**src/rtl/pipe_reg_pkg.sv**
```systemverilog
// Shared widths, field offsets and state encoding for the ID/EX packer.
// Used by pipe_reg_packer and the execute-stage unpacker.
package pipe_reg_pkg;

  localparam int DATA_W    = 32;
  localparam int CTRL_W    = 54;
  localparam int ALUCTRL_W = 38;
  localparam int BUNDLE_W  =
    4 * DATA_W + CTRL_W + ALUCTRL_W;

  localparam int INST_LSB    = 188;
  localparam int A_LSB       = 156;
  localparam int B_LSB       = 124;
  localparam int CTRL_LSB    = 70;
  localparam int ALUCTRL_LSB = 32;
  localparam int PC_LSB      = 0;

  localparam logic [1:0] EMPTY = 2'd0;
  localparam logic [1:0] ONE   = 2'd1;
  localparam logic [1:0] TWO   = 2'd2;

endpackage

```
**src/rtl/pipe_reg_slot.sv**
```systemverilog
// One bundle-wide storage slot of the ID/EX skid buffer.
// Synchronous active-low reset, load enable.
module pipe_reg_slot #(
  parameter int W = 220
) (
  input  logic         clk,
  input  logic         resetn,
  input  logic         load,
  input  logic [W-1:0] d,
  output logic [W-1:0] q
);

  always_ff @(posedge clk) begin
    if (!resetn) begin
      q <= '0;
    end else if (load) begin
      q <= d;
    end
  end

endmodule

```
**src/rtl/pipe_reg_packer.sv**
```systemverilog
// ID/EX bundle packer with a two-entry skid buffer and flush.
// Optional perf counters under PIPEREG_PERF_EN.
module pipe_reg_packer #(
  parameter  int DATA_W    = 32,
  parameter  int CTRL_W    = 54,
  parameter  int ALUCTRL_W = 38,
  localparam int BUNDLE_W  =
    4 * DATA_W + CTRL_W + ALUCTRL_W
) (
  input  logic                 clk,
  input  logic                 resetn,
  input  logic [DATA_W-1:0]    inst,
  input  logic [DATA_W-1:0]    a_data,
  input  logic [DATA_W-1:0]    b_data,
  input  logic [CTRL_W-1:0]    control_data,
  input  logic [ALUCTRL_W-1:0] alucontrol_data,
  input  logic [DATA_W-1:0]    pc,
  input  logic                 in_valid,
  output logic                 in_ready,
  input  logic                 flush,
  output logic                 out_valid,
  input  logic                 out_ready,
  output logic [BUNDLE_W-1:0]  dataout
`ifdef PIPEREG_PERF_EN
  ,
  output logic [31:0]          stall_cycles,
  output logic [15:0]          flush_drops
`endif
);

  import pipe_reg_pkg::*;

  logic [1:0]          state;
  logic [1:0]          state_nxt;
  logic                in_ready_q;
  logic                accept;
  logic                xfer;
  logic                load_main;
  logic                load_skid;
  logic                main_from_skid;
  logic [BUNDLE_W-1:0] bundle_in;
  logic [BUNDLE_W-1:0] main_d;
  logic [BUNDLE_W-1:0] skid_q;

  assign bundle_in = {inst, a_data, b_data,
                      control_data,
                      alucontrol_data, pc};

  assign in_ready  = in_ready_q;
  assign out_valid = (state != EMPTY);
  assign accept    = in_valid & in_ready_q;
  assign xfer      = out_valid & out_ready;
  assign main_d    = main_from_skid ? skid_q
                                    : bundle_in;

  always_comb begin
    state_nxt      = state;
    load_main      = 1'b0;
    load_skid      = 1'b0;
    main_from_skid = 1'b0;
    if (flush) begin
      state_nxt = EMPTY;
    end else begin
      unique case (1'b1)
        (state == EMPTY): begin
          if (accept) begin
            load_main = 1'b1;
            state_nxt = ONE;
          end
        end
        (state == ONE): begin
          if (accept && xfer) begin
            load_main = 1'b1;
          end else if (accept) begin
            load_skid = 1'b1;
            state_nxt = TWO;
          end else if (xfer) begin
            state_nxt = EMPTY;
          end
        end
        (state == TWO): begin
          if (xfer) begin
            load_main      = 1'b1;
            main_from_skid = 1'b1;
            state_nxt      = ONE;
          end
        end
        default: state_nxt = EMPTY;
      endcase
    end
  end

  always_ff @(posedge clk) begin
    if (!resetn) begin
      state      <= EMPTY;
      in_ready_q <= 1'b1;
    end else begin
      state      <= state_nxt;
      in_ready_q <= (state_nxt != TWO);
    end
  end

  pipe_reg_slot #(.W(BUNDLE_W)) u_main (
    .clk    (clk),
    .resetn (resetn),
    .load   (load_main),
    .d      (main_d),
    .q      (dataout)
  );

  pipe_reg_slot #(.W(BUNDLE_W)) u_skid (
    .clk    (clk),
    .resetn (resetn),
    .load   (load_skid),
    .d      (bundle_in),
    .q      (skid_q)
  );

`ifdef PIPEREG_PERF_EN
  logic [1:0]  held;
  logic [2:0]  drops;
  logic [16:0] drop_sum;

  // Entries consumed in the flush cycle are not drops.
  assign held = (state == TWO) ? 2'd2 :
                (state == ONE) ? 2'd1 : 2'd0;
  assign drops = {1'b0, held}
               - {2'b0, xfer}
               + {2'b0, accept};
  assign drop_sum = {1'b0, flush_drops}
                  + {14'b0, drops};

  always_ff @(posedge clk) begin
    if (!resetn) begin
      stall_cycles <= '0;
      flush_drops  <= '0;
    end else begin
      if (out_valid && !out_ready &&
          stall_cycles != 32'hFFFF_FFFF) begin
        stall_cycles <= stall_cycles + 32'd1;
      end
      if (flush) begin
        flush_drops <= drop_sum[16] ? 16'hFFFF
                                    : drop_sum[15:0];
      end
    end
  end
`endif

endmodule

```
**config.mk**
```make
export PLATFORM = sky130hd
export DESIGN_NAME = pipe_reg_packer
export DESIGN_NICKNAME = d
export VERILOG_FILES = /design/src/rtl/pipe_reg_pkg.sv /design/src/rtl/pipe_reg_slot.sv /design/src/rtl/pipe_reg_packer.sv
export SDC_FILE = /design/constraint.sdc
export NUM_CORES = 1
export LEC_CHECK = 0
export CELL_PAD_IN_SITES_DETAIL_PLACEMENT = 0
export CELL_PAD_IN_SITES_GLOBAL_PLACEMENT = 1
export CORE_ASPECT_RATIO = 0.8
export CORE_UTILIZATION = 40
export CTS_BUF_LIST = sky130_fd_sc_hd__clkbuf_16
export DETAILED_ROUTE_END_ITERATION = 10
export HOLD_SLACK_MARGIN = 0.06
export PLACE_DENSITY = 0.95
export SETUP_SLACK_MARGIN = 0.05
export SLEW_MARGIN = 20
export SYNTH_ARGS = -nofsm -noshare
export SYNTH_HDL_FRONTEND = slang
export SYNTH_SLANG_ARGS = --single-unit
```
**constraint.sdc**
```tcl
create_clock -name clk -period 5.02 [get_ports clk]
set_input_delay 1.004 -clock clk [delete_from_list [all_inputs] [get_ports clk]]
set_output_delay 1.004 -clock clk [all_outputs]
set_load 0.005 [all_outputs]
```
==> impl_metrics.csv <==
group,metric,value,unit
worst_setup_path,cp.arrival,3.44,ns
floorplanning,start_util,41.0,%
detailed_routing,drt_pass1_iterations,6,
floorplanning,fp.dieArea,0.0469,mm2
sta,min_period,2.98,ns
power_and_ir_drop,leakagePower,10.4,nW
clock_network,cts_setup_buffers,0,
clock_network,numCtsBuffers,46,
synth,ys_seq_area_share,48.2,%
synth,synth_seq_cells,443,
detailed_routing,num_vias,15200,
floorplanning,die_w,242,um
global_routing,grt_max_degree,154,
power_and_ir_drop,internal_power,6.11,mW
place,io_buffer_count,446,
synth,syn_area_per_cell,9.41,um2
detailed_routing,drtAntennaViolNets,0,
synth,yosys_warnings,0,
power_and_ir_drop,switching_share,23.6,%
job,timing.max_cap.violations,0,
sta,period_share,59.4,%
power_and_ir_drop,p_sw,1.89,mW
worst_setup_path,path_class,"input port to register",
sta,max-slew-margin-rel,37.5,%
finish,layout_commonest_cell,"nand2_1",
power_and_ir_drop,clkPwrFrac,40.5,%
power_and_ir_drop,vdd_drop_max,0.263,mV
worst_hold_path,min_path_type,"register to register",
synth,synth_cells,1955,
detailed_routing,wl,51600,um
finish,layout_common_cells,"nand2_1 (662), clkdlybuf4s50_1 (445), dfxtp_1 (443)",
floorplanning,ios,447,
finish,fin_util,54.8,%
global_routing,antenna_found_initial,5,
global_routing,grt_pass1_wl,80600,um
power_and_ir_drop,seq_power_share,47.2,%
clock_network,holdBufCountCts,0,
global_routing,grt_pass1_vias,14900,
run_status,status,"finished clean",
synth,ys_types,24,
floorplanning,fp.coreArea,0.0449,mm2
sta,fmax,335,MHz
clock_network,ctsLongestPathBuffers,3,
clock_network,clk_pin_slew,0.06,ns
clock_network,tritoncts,"built",
worst_setup_path,critPathMaxFanout,56,
floorplanning,die_h,194,um
clock_network,clkLatencyLatePin,0.56,ns
global_routing,grt_use_total,21.1,%
detailed_routing,vias_per_cell,5.16,
detailed_routing,drt_iter0_drc,829,
synth,synth_area,0.0184,mm2
finish,final_nets,2534,
global_routing,gr-total-overflow,0,
sta,slew_violations,0,
sta,rsz0062_at_grt,"no",
detailed_routing,drcViolationCount,0,
power_and_ir_drop,pwr-share-comb,12.2,%
clock_network,cts-htree-levels,2,
place,place.gp.congestion,0.818,
clock_network,post_cts_resized,0,
floorplanning,placementRows,69,
worst_setup_path,startpoint_type,"input port",
finish,drive_above_1_share,4.14,%
place,dp_hpwl,33800,um
sta,fin_worst_skew,0.0132,ns
clock_network,cts-root-buf,"clkbuf_16",
sta,hold_ws,0.451,ns
sta,setup_viol,0,
finish,syn2layout_area_growth,33.6,%
worst_setup_path,cp-end-kind,"register",
worst_setup_path,required,5.47,ns
clock_network,clkSinkCount,443,
detailed_routing,avgRoutedWirePerCell,17.5,um
synth,syn_nets,2180,
sta,hold_viol,0,
sta,worst_pin_slew,0.938,ns
sta,fin_tns_setup,0,ns
power_and_ir_drop,p_per_area,325,mW/mm2
cells by family after synthesis:
| family | after synthesis | synth area share (%) |
|---|---|---|
| AO/OA/AOI/OAI | 446 | 21.2 |
| AND/OR/NAND/NOR | 674 | 14.0 |
| multiplexers | 220 | 12.0 |
| flip-flops | 443 | 48.2 |
| buffers and inverters | 172 | 4.58 |
final timing paths:
kind              cells past startpoint            end          from  slack [ns]
setup reg to reg                      6  u_main.q[156]      state[1]        2.60
hold / removal                        2   u_skid.q[78]  u_skid.q[78]        0.45
setup / recovery                      6  u_main.q[152]         flush        2.04
hold reg to reg                       2   u_skid.q[78]  u_skid.q[78]        0.45
flip-flops by register name, summed over array words and instances, names as in the netlist:
| name | flops |
|---|---|
| state | 2 |
| in_ready | 1 |
| u_main.q | 220 |
| u_skid.q | 220 |
final cells by class:
cell class	instances	area [um2]
fill	3897	20300
sequential	443	8870
multi-input combinational	1340	8710
tap	603	754
antenna	2	5.00
clock inverter	34	231
clock buffer	47	1180
timing repair buffer	478	4850
power by group through the flow:
stage / logic, mW / clock network (mW) / registers (mW)
floorplan: 0.374 / 0 / 3.84
detailed placement: 0.981 / 0 / 3.85
CTS: 0.988 / 3.33 / 3.78
global route: 1.05 / 3.48 / 3.79
global placement: 0.963 / 0 / 3.85
finish: 0.979 / 3.24 / 3.78
cells in the mapped netlist:
| master | instances | area, um2 |
|---|---|---|
| nand2_1 | 662 | 2480 |
| dfxtp_1 | 443 | 8870 |
| mux2i_1 | 220 | 2200 |
| o211a_1 | 220 | 2200 |
| a21boi_1 | 131 | 983 |
| buf_2 | 92 | 460 |
| a21boi_0 | 89 | 668 |
| clkbuf_1 | 58 | 218 |
| buf_4 | 22 | 165 |
| nand2b_1 | 3 | 18.8 |
| nor2_1 | 2 | 7.51 |
| a211o_1 | 1 | 8.76 |
| a211oi_1 | 1 | 7.51 |
| a21oi_1 | 1 | 5.00 |
| a31oi_1 | 1 | 6.26 |
| a31oi_4 | 1 | 21.3 |
| and4bb_2 | 1 | 12.5 |
| nand3b_1 | 1 | 7.51 |
| nand4b_1 | 1 | 8.76 |
| nand4bb_1 | 1 | 11.3 |
| nor4_2 | 1 | 12.5 |
| o21bai_1 | 1 | 7.51 |
| or2_2 | 1 | 6.26 |
| or4_1 | 1 | 7.51 |
critical path, stage by stage:
cell,delay (ns)
clkdlybuf4s50_1,0.54
and4bb_4,0.86
buf_12,0.39
mux2i_1,0.29
nand2_1,0.08
o211a_1,0.14
per-stage QoR:
step / setup slack [ns] / power [mW] / cells / cell area, um2
after floorplan: 2.80 / 4.22 / 1955 / 18400
after global placement: 1.54 / 4.81 / 2864 / 23200
after detailed placement: 1.44 / 4.84 / 2864 / 23200
after CTS: 2.05 / 8.09 / 2945 / 24600
after global routing: 1.89 / 8.32 / 2947 / 24600
final: 2.04 / 8.00 / 2947 / 24600
routing by layer:
layer	vias up	routed length [um]	track usage, %
li1	7404	-	-
met1	7361	22600	26.4
met2	355	24600	35.4
met3	86	3070	5.15
met4	6	1320	7.41
met5	-	27	0
Note: power is estimated with default switching activity, not from simulation.
